[config.mk]
export PLATFORM = sky130hd
export DESIGN_NAME = switch_port_drain_arbiter
export DESIGN_NICKNAME = d
export VERILOG_FILES = /design/src/rtl/switch_arb_pkg.sv /design/src/rtl/sync_fifo.sv /design/src/rtl/switch_port_drain_arbiter.sv
export SDC_FILE = /design/constraint.sdc
export NUM_CORES = 1
export LEC_CHECK = 0
export ABC_CLOCK_PERIOD_IN_PS = 2600
export CORE_MARGIN = 4
export CORE_UTILIZATION = 54
export CTS_CLUSTER_DIAMETER = 60
export DETAILED_ROUTE_END_ITERATION = 8
export HOLD_SLACK_MARGIN = 0.1
export PLACE_DENSITY = 0.8
export SYNTH_ARGS = -nofsm -noshare
export SYNTH_HDL_FRONTEND = slang
export SYNTH_SLANG_ARGS = --single-unit
[constraint.sdc]
create_clock -name clk -period 2.6 [get_ports clk]
set_clock_uncertainty 0.15 [all_clocks]
set_input_delay 0.26 -clock clk [delete_from_list [all_inputs] [get_ports clk]]
set_output_delay 0.26 -clock clk [all_outputs]
set_load 0.02 [all_outputs]
[src/rtl/switch_arb_pkg.sv]
// Shared types and constants for the switch output-port drain arbiter.
package switch_arb_pkg;

  localparam int NUM_PORTS = 4;
  localparam int HDR_BYTES = 3;

  typedef logic [1:0] port_t;

  typedef enum logic [2:0] {
    IDLE,
    HDR,
    WLEN,
    BODY,
    DRAIN
  } arb_state_t;

  // First requesting port after rr, wrapping; rr itself has lowest priority.
  function automatic port_t rr_pick(input port_t rr, input logic [NUM_PORTS-1:0] req);
    port_t idx;
    rr_pick = rr;
    for (int i = NUM_PORTS; i >= 1; i--) begin
      idx = rr + port_t'(i);
      if (req[idx]) rr_pick = idx;
    end
  endfunction

endpackage

[src/rtl/sync_fifo.sv]
// Small synchronous FIFO with a registered head entry and occupancy count.
module sync_fifo #(
  parameter int WIDTH = 8,
  parameter int DEPTH = 4
) (
  input  logic                     clk,
  input  logic                     reset,
  input  logic                     push,
  input  logic [WIDTH-1:0]         push_data,
  input  logic                     pop,
  output logic [WIDTH-1:0]         head,
  output logic                     full,
  output logic                     empty,
  output logic [$clog2(DEPTH):0]   count
);

  localparam int AW = $clog2(DEPTH);
  localparam int CW = AW + 1;

  logic [WIDTH-1:0] mem [DEPTH];
  logic [AW-1:0]    wr_ptr;
  logic [AW-1:0]    rd_ptr;

  // NOTE: storage is deliberately not reset; pointers and count alone decide what is valid.
  always_ff @(posedge clk) begin
    if (push) mem[wr_ptr] <= push_data;
  end

  // NOTE: every register here uses <= so all updates see pre-edge values.
  always_ff @(posedge clk or negedge reset) begin
    if (!reset) begin
      wr_ptr <= '0;
      rd_ptr <= '0;
      count  <= '0;
    end else begin
      if (push) wr_ptr <= wr_ptr + AW'(1);
      if (pop)  rd_ptr <= rd_ptr + AW'(1);
      case ({push, pop})
        2'b10:   count <= count + CW'(1);
        2'b01:   count <= count - CW'(1);
        default: count <= count;
      endcase
    end
  end

  assign head  = mem[rd_ptr];
  assign full  = (count == CW'(DEPTH));
  assign empty = (count == '0);

endmodule

[src/rtl/switch_port_drain_arbiter.sv]
// Round-robin drain of four switch output ports into one buffered byte stream,
// following each packet's length byte to find its end.
module switch_port_drain_arbiter
  import switch_arb_pkg::*;
#(
  parameter int DATA_W     = 8,
  parameter int FIFO_DEPTH = 4,
  parameter int TIMEOUT    = 16
) (
  input  logic                          clk,
  input  logic                          reset,
  input  logic [NUM_PORTS-1:0]          ready,
  input  logic [NUM_PORTS*DATA_W-1:0]   port_data,
  output logic [NUM_PORTS-1:0]          read,
  output logic                          out_valid,
  output logic [DATA_W-1:0]             out_data,
  output logic [1:0]                    out_port,
  output logic                          out_last,
  input  logic                          out_ready,
  output logic                          busy,
  output logic                          abort
);

  localparam int CW = $clog2(FIFO_DEPTH) + 1;
  localparam int TW = $clog2(TIMEOUT + 1);

  typedef struct packed {
    logic [DATA_W-1:0] data;
    port_t             port;
    logic              last;
  } fifo_entry_t;

  arb_state_t  state;
  port_t       grant;
  port_t       rr;
  logic        inflight;
  logic        inflight_last;
  logic [1:0]  hdr_cnt;
  logic [8:0]  remaining;
  logic [TW-1:0] tmo_cnt;

  logic [DATA_W-1:0] grant_data;
  logic [7:0]        len_byte;
  logic              grant_ready;
  logic [CW:0]       occupancy;
  logic              room;
  logic              issue;
  logic              issue_last;

  logic [CW-1:0] fifo_count;
  logic          fifo_full;
  logic          fifo_empty;
  fifo_entry_t   push_entry;
  fifo_entry_t   head_entry;

  assign grant_data  = port_data[grant*DATA_W +: DATA_W];
  assign len_byte    = grant_data[7:0];
  assign grant_ready = ready[grant];

  // A read issued now lands in the FIFO next cycle, so count the one already in flight.
  assign occupancy  = {1'b0, fifo_count} + {{CW{1'b0}}, inflight};
  assign room       = (occupancy < (CW+1)'(FIFO_DEPTH));
  assign issue      = ((state == HDR) || (state == BODY)) && grant_ready && room;
  assign issue_last = (state == BODY) && (remaining == 9'd1);

  assign read = issue ? (4'b0001 << grant) : '0;
  assign busy = (state != IDLE);

  always_ff @(posedge clk or negedge reset) begin
    if (!reset) begin
      state         <= IDLE;
      grant         <= '0;
      rr            <= 2'd3;
      inflight      <= 1'b0;
      inflight_last <= 1'b0;
      hdr_cnt       <= '0;
      remaining     <= '0;
      tmo_cnt       <= '0;
      abort         <= 1'b0;
    end else begin
      abort         <= 1'b0;
      inflight      <= issue;
      inflight_last <= issue && issue_last;
      case (state)
        IDLE: begin
          if (|ready) begin
            grant   <= rr_pick(rr, ready);
            hdr_cnt <= '0;
            tmo_cnt <= '0;
            state   <= HDR;
          end
        end
        HDR, BODY: begin
          if (issue) begin
            if (state == HDR) begin
              hdr_cnt <= hdr_cnt + 2'd1;
              if (hdr_cnt == 2'(HDR_BYTES - 1)) state <= WLEN;
            end else begin
              remaining <= remaining - 9'd1;
              if (issue_last) state <= DRAIN;
            end
          end
          // Backpressure from our own FIFO does not count towards the timeout.
          if (grant_ready) begin
            tmo_cnt <= '0;
          end else if (tmo_cnt == TW'(TIMEOUT - 1)) begin
            tmo_cnt <= '0;
            abort   <= 1'b1;
            rr      <= grant;
            state   <= IDLE;
          end else begin
            tmo_cnt <= tmo_cnt + TW'(1);
          end
        end
        WLEN: begin
          remaining <= {1'b0, len_byte} + 9'd1;
          tmo_cnt   <= '0;
          state     <= BODY;
        end
        DRAIN: begin
          rr    <= grant;
          state <= IDLE;
        end
        default: state <= IDLE;
      endcase
    end
  end

  assign push_entry = '{data: grant_data, port: grant, last: inflight_last};

  sync_fifo #(
    .WIDTH ($bits(fifo_entry_t)),
    .DEPTH (FIFO_DEPTH)
  ) u_fifo (
    .clk       (clk),
    .reset     (reset),
    .push      (inflight),
    .push_data (push_entry),
    .pop       (out_valid & out_ready),
    .head      (head_entry),
    .full      (fifo_full),
    .empty     (fifo_empty),
    .count     (fifo_count)
  );

  assign out_valid = ~fifo_empty;
  assign out_data  = head_entry.data;
  assign out_port  = head_entry.port;
  assign out_last  = head_entry.last;

  no_push_when_full: assert property (@(posedge clk) disable iff (!reset) !(inflight && fifo_full));

endmodule

==> reports/results.ini, run 1 <==
[run_status]
status=finished, final reports clean

[die]
dieArea_um2=8446
coreArea_um2=6832
rows=30
start_util_pct=55.64
io_pins=57
die_w_um=91.90
fp.dieH_um=91.90

[critical_path]
crit_path_start_kind=flip-flop
arrival_ps=2090
critPathKind=reg2out
path_max_fanout=11
end_kind=output port
cp_top_family=buffers and inverters
critical_path.slowest_cell=clkdlybuf4s50_1
rr_worst_depth=6
cp_data_required_time_ps=2190
path_depth=3
cp_num_buf_inv=2
slowest_delay_ps=560
path_cells=buf_6 -> mux4_2 -> clkdlybuf4s50_1

[synthesis]
netlist_instances=287
netlist_area_um2=3801
synth_area_leader_cell=edfxtp_1
syn_avg_cell_area_um2=13.24
async_reset_ff_share_pct=42.86
ys_seq_area_share_pct=56.55
synthFlopType=edfxtp_1
synth_edf_count=44
synth_top_area_share_pct=34.76
synthDistinctLibCells=51
synthTopCellsByArea=edfxtp_1 (35%), dfrtp_1 (20%), mux4_2 (8.9%)
yosysWarnings=0
synth_seq_cells=77
postSynthNetCount=337

[clock_tree]
clockBufferDepth=2
htree_num_levels=3
clk_latency_ps=340
root_buffer=clkbuf_8
cts.sink_count=77
clk_pin_slew_ps=80
cts_made_buffers=9
cts_tree=yes

[cells_and_area]
stdcell_area_um2=4782
nets=410
finalCoreUtilization_pct=70.00
syn2layout_area_growth_pct=25.81
antenna_cells=0
drive_gt1_share_pct=16.71

[grt]
grt.overflow.total=0
grt_max_degree=34
grt_pass1_vias=2682
grt_pass1_wl_um=13200
track_usage_pct=20.22
antenna_found_initial=0

[route]
drtPass1Iterations=4
via_per_inst=5.568
drc_errors=0
vias=2567
drt_iter0_drc=113
drt_wl_total_um=7949
routedWlPerCell_um=17.24
antenna_left=0

[placed_design]
place_area_um2=4524
port_buffers=56
dp_hpwl_um=5767
place.gp.congestion=0.8256

[pwr]
power_density_nw_per_um2=1101
vdd_drop_max_mv=0.6038
leakage_nw=1.894

[timing]
tns_ps=0
clock.fmax_mhz=400.5
hold_viol_final=0
period_minus_slack_ps=2497
maxSlewHeadroom_pct=59.17
grt_setup_unrepaired=false
min_period_over_period_pct=96.03
maxSlewViolCount=0
worstMarginPinSlew_ps=612.4
finalSetupViolCount=0

[min_path]
hold_path.class=in2async

[run]
drv_cap=0

flip-flops by register name (all words and copies together) (netlist names), 3 cells and up:
name and cells:
remaining 9, u_fifo.mem 44, u_fifo.count 3, state 3
tmo_cnt 5
worst reg2reg max path, delay by kind of cell (launching register included):
| family | cells | cell delay (ps) |
|---|---|---|
| compound gates | 2 | 290 |
| flops | 1 | 390 |
| xor+xnor | 1 | 190 |
| mux | 1 | 710 |
| buf+inv | 1 | 160 |
| fa+ha+maj | 1 | 320 |
cells in the final DEF, fill, tap and decap left out, types with 7 or more instances in the layout:
master / instances
a21oi_1: 8
buf_4: 19
clkbuf_8: 9
clkdlybuf4s50_1: 52
dfrtp_1: 30
edfxtp_1: 44
ha_1: 10
inv_1: 14
mux4_2: 15
nand2_1: 19
nand3_1: 7
nor2_1: 19
o21ai_0: 21
xnor2_1: 7
power breakdown:
group	total, mW	switching (mW)	internal, mW
clock network	0.988	0.437	0.551
logic	2.34	1.23	1.11
registers	1.93	0.238	1.70
total	5.27	1.91	3.36
cell usage after synthesis, types with 5 or more instances:
master,count
nand2b_1,6
or3_1,6
buf_2,5
edfxtp_1,44
ha_1,10
inv_1,14
mux4_1,5
dfrtp_1,31
o21ai_0,21
and2_1,6
mux4_2,15
xnor2_1,7
nor2_1,19
a21oi_1,8
clkbuf_1,5
nand2_1,19
nand3_1,7
through the flow:
| step | hold slack (ps) | setup slack [ps] | total power, mW | instances |
|---|---|---|---|---|
| final | 163.6 | 103.1 | 5.266 | 461 |
| after global routing | 188.9 | 20.57 | 5.623 | 461 |
| after CTS | 169.0 | 21.25 | 5.256 | 458 |
| after detailed placement | 333.7 | 29.97 | 4.248 | 442 |
| after global placement | 313.1 | 15.62 | 4.159 | 442 |
| after floorplan | -185.6 | 496.0 | 3.468 | 287 |
per-layer routing:
metal	track usage, %	vias up	part of all wire, %
met5	0	-	0
met4	6.931	0	1.8
met3	4.020	13	3.5
met2	34.98	53	52
met1	25.45	1276	43
li1	-	1225	-
area by class of cell:
type	count	area (um^2)
well taps	96	120.1
multi-input cells	182	1520
clock inverters	6	93.84
flip-flops and latches	77	2151
repair buffers	76	716.9
fillers	508	2049
clock buffers	10	127.6
inverters	14	52.55
final timing paths:
check	startpoint	slack, ps	endpoint
max	u_fifo.rd_ptr[0]	100	out_data[2]
min	reset	160	remaining[3]
max reg2reg	grant[0]	270	remaining[2]
min reg2reg	remaining[5]	350	remaining[5]
max in group asynchronous	reset	1810	rr[0]
min in group clk	remaining[5]	350	remaining[5]
timing repair:
action,4_1_cts,5_1_grt
setup buffers,0,3
setup endpoints to repair,4,13
hold buffers,0,0
gates resized for setup,3,4
logic make-up (layout without fill, tap and decap cells):
family	after synthesis	in the layout	synth area share, %
compound gates	53	53	8.789
xor+xnor	11	11	2.534
fa+ha+maj	11	11	3.818
buf+inv	28	106	3.620
flops	77	77	56.55
mux	24	24	13.46
simple gates	83	83	11.22
No activity file was read; power rests on OpenSTA's default activity.
==> inputs of run 2 (changes only) <==
--- a/config.mk
+++ b/config.mk
@@ -11,7 +11,8 @@
 export CTS_CLUSTER_DIAMETER = 60
 export DETAILED_ROUTE_END_ITERATION = 8
 export HOLD_SLACK_MARGIN = 0.1
-export PLACE_DENSITY = 0.8
+export PLACE_DENSITY = 0.77
 export SYNTH_ARGS = -nofsm -noshare
 export SYNTH_HDL_FRONTEND = slang
 export SYNTH_SLANG_ARGS = --single-unit
+export TNS_END_PERCENT = 1
==> reports/results.ini, run 2 (synthesis gave the netlist of run 1 again) <==
[run_status]
status=finished, final reports clean

[pwr]
p_total_mw=5.212
vdd_drop_max_mv=0.5011
leakage_nw=1.873
power_density_nw_per_um2=1096

[timing]
hold_viol_final=0
maxSlewViolCount=0
hold_ws_ps=162.5
worstMarginPinSlew_ps=575.9
min_period_over_period_pct=94.36
maxSlewHeadroom_pct=61.60
grt_setup_unrepaired=false
period_minus_slack_ps=2453
finalSetupViolCount=0
clock.fmax_mhz=407.6
tns_ps=0

[clock_tree]
cts.sink_count=77
clk_pin_slew_ps=80
hold_buffers=0
post_cts_buffers=0
cts_tree=yes
root_buffer=clkbuf_8
cts_made_buffers=9
ctsResizeCount=4
clk_latency_ps=350
clockBufferDepth=2
htree_num_levels=3

[cells_and_area]
antenna_cells=0
largest_register_ff_count=44
reg_top3=u_fifo.mem (44), remaining (9), tmo_cnt (5)
top_register=u_fifo.mem
nets=407
nFillCells=505
syn2layout_area_growth_pct=25.15
mostFrequentLayoutCells=clkdlybuf4s50_1 (52), edfxtp_1 (44), dfrtp_1 (31)
final_cells=458
drive_gt1_share_pct=15.75
finalCoreUtilization_pct=69.63
layout_commonest_cell=clkdlybuf4s50_1

[grt]
grt_pass1_wl_um=13320
track_usage_pct=20.23
grt_pass1_vias=2631
grt_max_degree=34
antenna_found_initial=0
grt.overflow.total=0

[die]
fp.dieH_um=91.90
start_util_pct=55.64
io_pins=57
die_w_um=91.90
coreArea_um2=6832
rows=30
dieArea_um2=8446

[route]
drc_errors=0
drt_iter0_drc=162
routedWlPerCell_um=17.11
vias=2581
via_per_inst=5.635
drt_wl_total_um=7836
antenna_left=0
drtPass1Iterations=4

[critical_path]
reg2reg_from=grant[0]
cp_data_required_time_ps=2190
r2r_end=remaining[4]
arrival_ps=2040
critPathKind=reg2out
path_max_fanout=13
r2r_slack_ps=250
rr_worst_depth=7
end_kind=output port
crit_path_start_kind=flip-flop

[run]
drv_cap=0

[placed_design]
dp_hpwl_um=5676
dp.cells=442
place.gp.congestion=0.8477
port_buffers=56

[min_path]
hold_path.class=in2async

==> run 2: changes by cell type in the layout (fill, tap and decap cells not counted), sizes merged <==
cell,before,now
buf,20,17
clkinv,0,4
clkinvlp,1,0
dlygate4sd2,2,3
dlymetal6s2s,2,1
inv,17,14
==> run 2: final cells by class <==
cell class | count | area [um^2] | area share, %
multi-input combinational | 182 | 1520 | 31.96
inverter | 14 | 52.55 | 1.105
clock buffer | 10 | 127.6 | 2.683
clock inverter | 6 | 87.58 | 1.841
tap | 96 | 120.1 | 2.525
sequential | 77 | 2150 | 45.19
timing repair buffer | 73 | 699.4 | 14.70
==> run 2: worst max-delay path: stages (launching register included) <==
cell	delay [ps]
dfrtp_1	330
buf_4	250
mux4_2	560
clkdlybuf4s50_1	550
==> run 2: report_power, final <==
| group | internal [mW] | switching [mW] |
|---|---|---|
| clock network | 0.541 | 0.426 |
| registers | 1.69 | 0.246 |
| logic | 1.09 | 1.22 |
==> run 2: worst max path at each step <==
stage / slack (ps) / depth (start not counted) / end / from
after floorplan: 500 / 8 / u_fifo.count[2] / u_fifo.count[0]
after global placement: 20 / 5 / read[3] / ready[3]
after detailed placement: 20 / 5 / read[3] / ready[3]
after CTS: 0.4 / 5 / read[2] / grant[1]
after global routing: 30 / 4 / read[3] / grant[1]
final: 150 / 3 / out_data[3] / u_fifo.rd_ptr[0]
==> run 2: layer usage <==
metal / share of wire (%) / up-vias / GRT usage (%)
met4: 1.4 / 0 / 5.693
li1: - / 1227 / -
met5: 0 / - / 0
met2: 52 / 88 / 32.48
met1: 42 / 1256 / 27.48
met3: 5.2 / 10 / 5.250
==> run 2: stage by stage <==
| stage | worst slack [ps] | instance area [um^2] |
|---|---|---|
| after floorplan | 496.0 | 3801 |
| after global placement | 19.73 | 4537 |
| after detailed placement | 15.44 | 4537 |
| after CTS | 0.4212 | 4755 |
| after global routing | 28.09 | 4757 |
| final | 146.8 | 4757 |
==> inputs of run 3 (changes only) <==
--- a/config.mk
+++ b/config.mk
@@ -10,8 +10,9 @@
 export CORE_UTILIZATION = 54
 export CTS_CLUSTER_DIAMETER = 60
 export DETAILED_ROUTE_END_ITERATION = 8
+export GPL_TIMING_DRIVEN = 0
 export HOLD_SLACK_MARGIN = 0.1
-export PLACE_DENSITY = 0.77
+export PLACE_DENSITY = 0.81
 export SYNTH_ARGS = -nofsm -noshare
 export SYNTH_HDL_FRONTEND = slang
 export SYNTH_SLANG_ARGS = --single-unit
==> reports/results.ini, run 3 (synthesis gave the netlist of run 1 again) <==
[run_status]
status=finished, final reports clean

[clock_tree]
root_buffer=clkbuf_8
clockBufferDepth=2
cts.sink_count=77
cts_tree=yes
htree_num_levels=3
cts_made_buffers=9
clk_latency_ps=350
clk_pin_slew_ps=80

[cells_and_area]
finalCoreUtilization_pct=69.21
top_register=u_fifo.mem
stdcell_area_um2=4728
reg_top3=u_fifo.mem (44), remaining (9), tmo_cnt (5)
multi_input_area_um2=1519
antenna_cells=0
regArea_um2=2151
mostFrequentLayoutCells=clkdlybuf4s50_1 (51), edfxtp_1 (44), dfrtp_1 (30)
nFillCells=485
drive_gt1_share_pct=15.47
largest_register_ff_count=44
final_cells=458
syn2layout_area_growth_pct=24.39
layout_commonest_cell=clkdlybuf4s50_1
nets=407

[critical_path]
cpMostUsedCell=buf_6
critical_path.slowest_cell=mux4_2
cp_num_buf_inv=3
arrival_ps=2130
cp_data_required_time_ps=2190
path_cells=buf_6 -> mux4_2 -> and3_4 -> buf_6 -> and3_2 -> buf_2
critPathKind=reg2out
end_kind=output port
crit_path_start_kind=flip-flop
path_max_fanout=8
slowest_delay_ps=570
cp_top_family=multiplexers

[placed_design]
port_buffers=56
dp_hpwl_um=5660
dpl_worst_slack_ps=-193.3
place_area_um2=4477
place.gp.congestion=0.8079
dp.cells=439

[timing]
tns_ps=0
min_period_over_period_pct=97.52
finalSetupViolCount=0
period_minus_slack_ps=2536
worstMarginPinSlew_ps=733.0
clock.fmax_mhz=394.4
maxSlewHeadroom_pct=51.13
hold_ws_ps=342.4
final.setup.worst_slack_ps=64.37
maxSlewViolCount=0
hold_viol_final=0

[pwr]
power_density_nw_per_um2=1106
leakage_nw=1.827
vdd_drop_max_mv=0.5706
p_total_mw=5.229

[route]
routedWlPerCell_um=16.96
antenna_left=0
via_per_inst=5.683
drt_wl_total_um=7769
drtPass1Iterations=4
drc_errors=0
drt_iter0_drc=177
vias=2603

[grt]
grt_max_degree=34
antenna_found_initial=0
grt_pass1_wl_um=12800
track_usage_pct=19.45
grt.overflow.total=0
grt_pass1_vias=2621

[min_path]
hold_path.class=reg2reg

[die]
start_util_pct=55.64
die_w_um=91.90
rows=30
coreArea_um2=6832
io_pins=57
fp.dieH_um=91.90
dieArea_um2=8446

[run]
drv_cap=0

[run 3: per-layer routing]
layer,global-route usage [%],up-vias,share of wire (%)
li1,-,1221,-
met1,25.56,1294,41
met2,32.30,78,52
met3,3.692,10,5.1
met4,7.302,0,1.1
met5,0,-,0
[run 3: power breakdown]
group | leakage, nW | total (mW) | switching (mW) | internal (mW)
Clock | 0.105 | 0.995 | 0.450 | 0.545
Sequential | 0.809 | 1.88 | 0.180 | 1.70
Combinational | 0.914 | 2.36 | 1.27 | 1.09
[run 3: cell type report]
type                       instances  share of cell area (%)
timing repair buffer              59                   11.93
clock buffer                       9                   2.620
sequential                        77                   45.49
multi-input combinational        182                   32.13
tap                               96                   2.540
inverter                          14                   1.111
clock inverter                     7                   2.091
buffer                            14                   2.091
[run 3: final timing paths]
kind                       startpoint  cells past startpoint  slack [ps]          endpoint
max                          grant[1]                      6          60           read[3]
max in group asynchronous       reset                      2        1440  u_fifo.rd_ptr[0]
min reg2reg                tmo_cnt[4]                      1         340        tmo_cnt[4]
max reg2reg                  grant[0]                      6         250      remaining[2]
min in group asynchronous       reset                      2         350      remaining[4]
min                        tmo_cnt[4]                      1         340        tmo_cnt[4]
[run 3: what timing repair did]
action,4_1_cts,5_1_grt
resized for setup,15,5
pin swaps,0,0
hold endpoints to repair,31,0
buffers inserted,1,1
hold buffers,1,0
endpoints found under the setup margin,13,11
[run 3: worst register-to-register path: stages, from the launching register on]
cell,delay [ps]
dfrtp_1,380
buf_6,160
mux4_1,730
ha_1,330
xnor2_1,200
o21ai_0,100
a22o_1,200
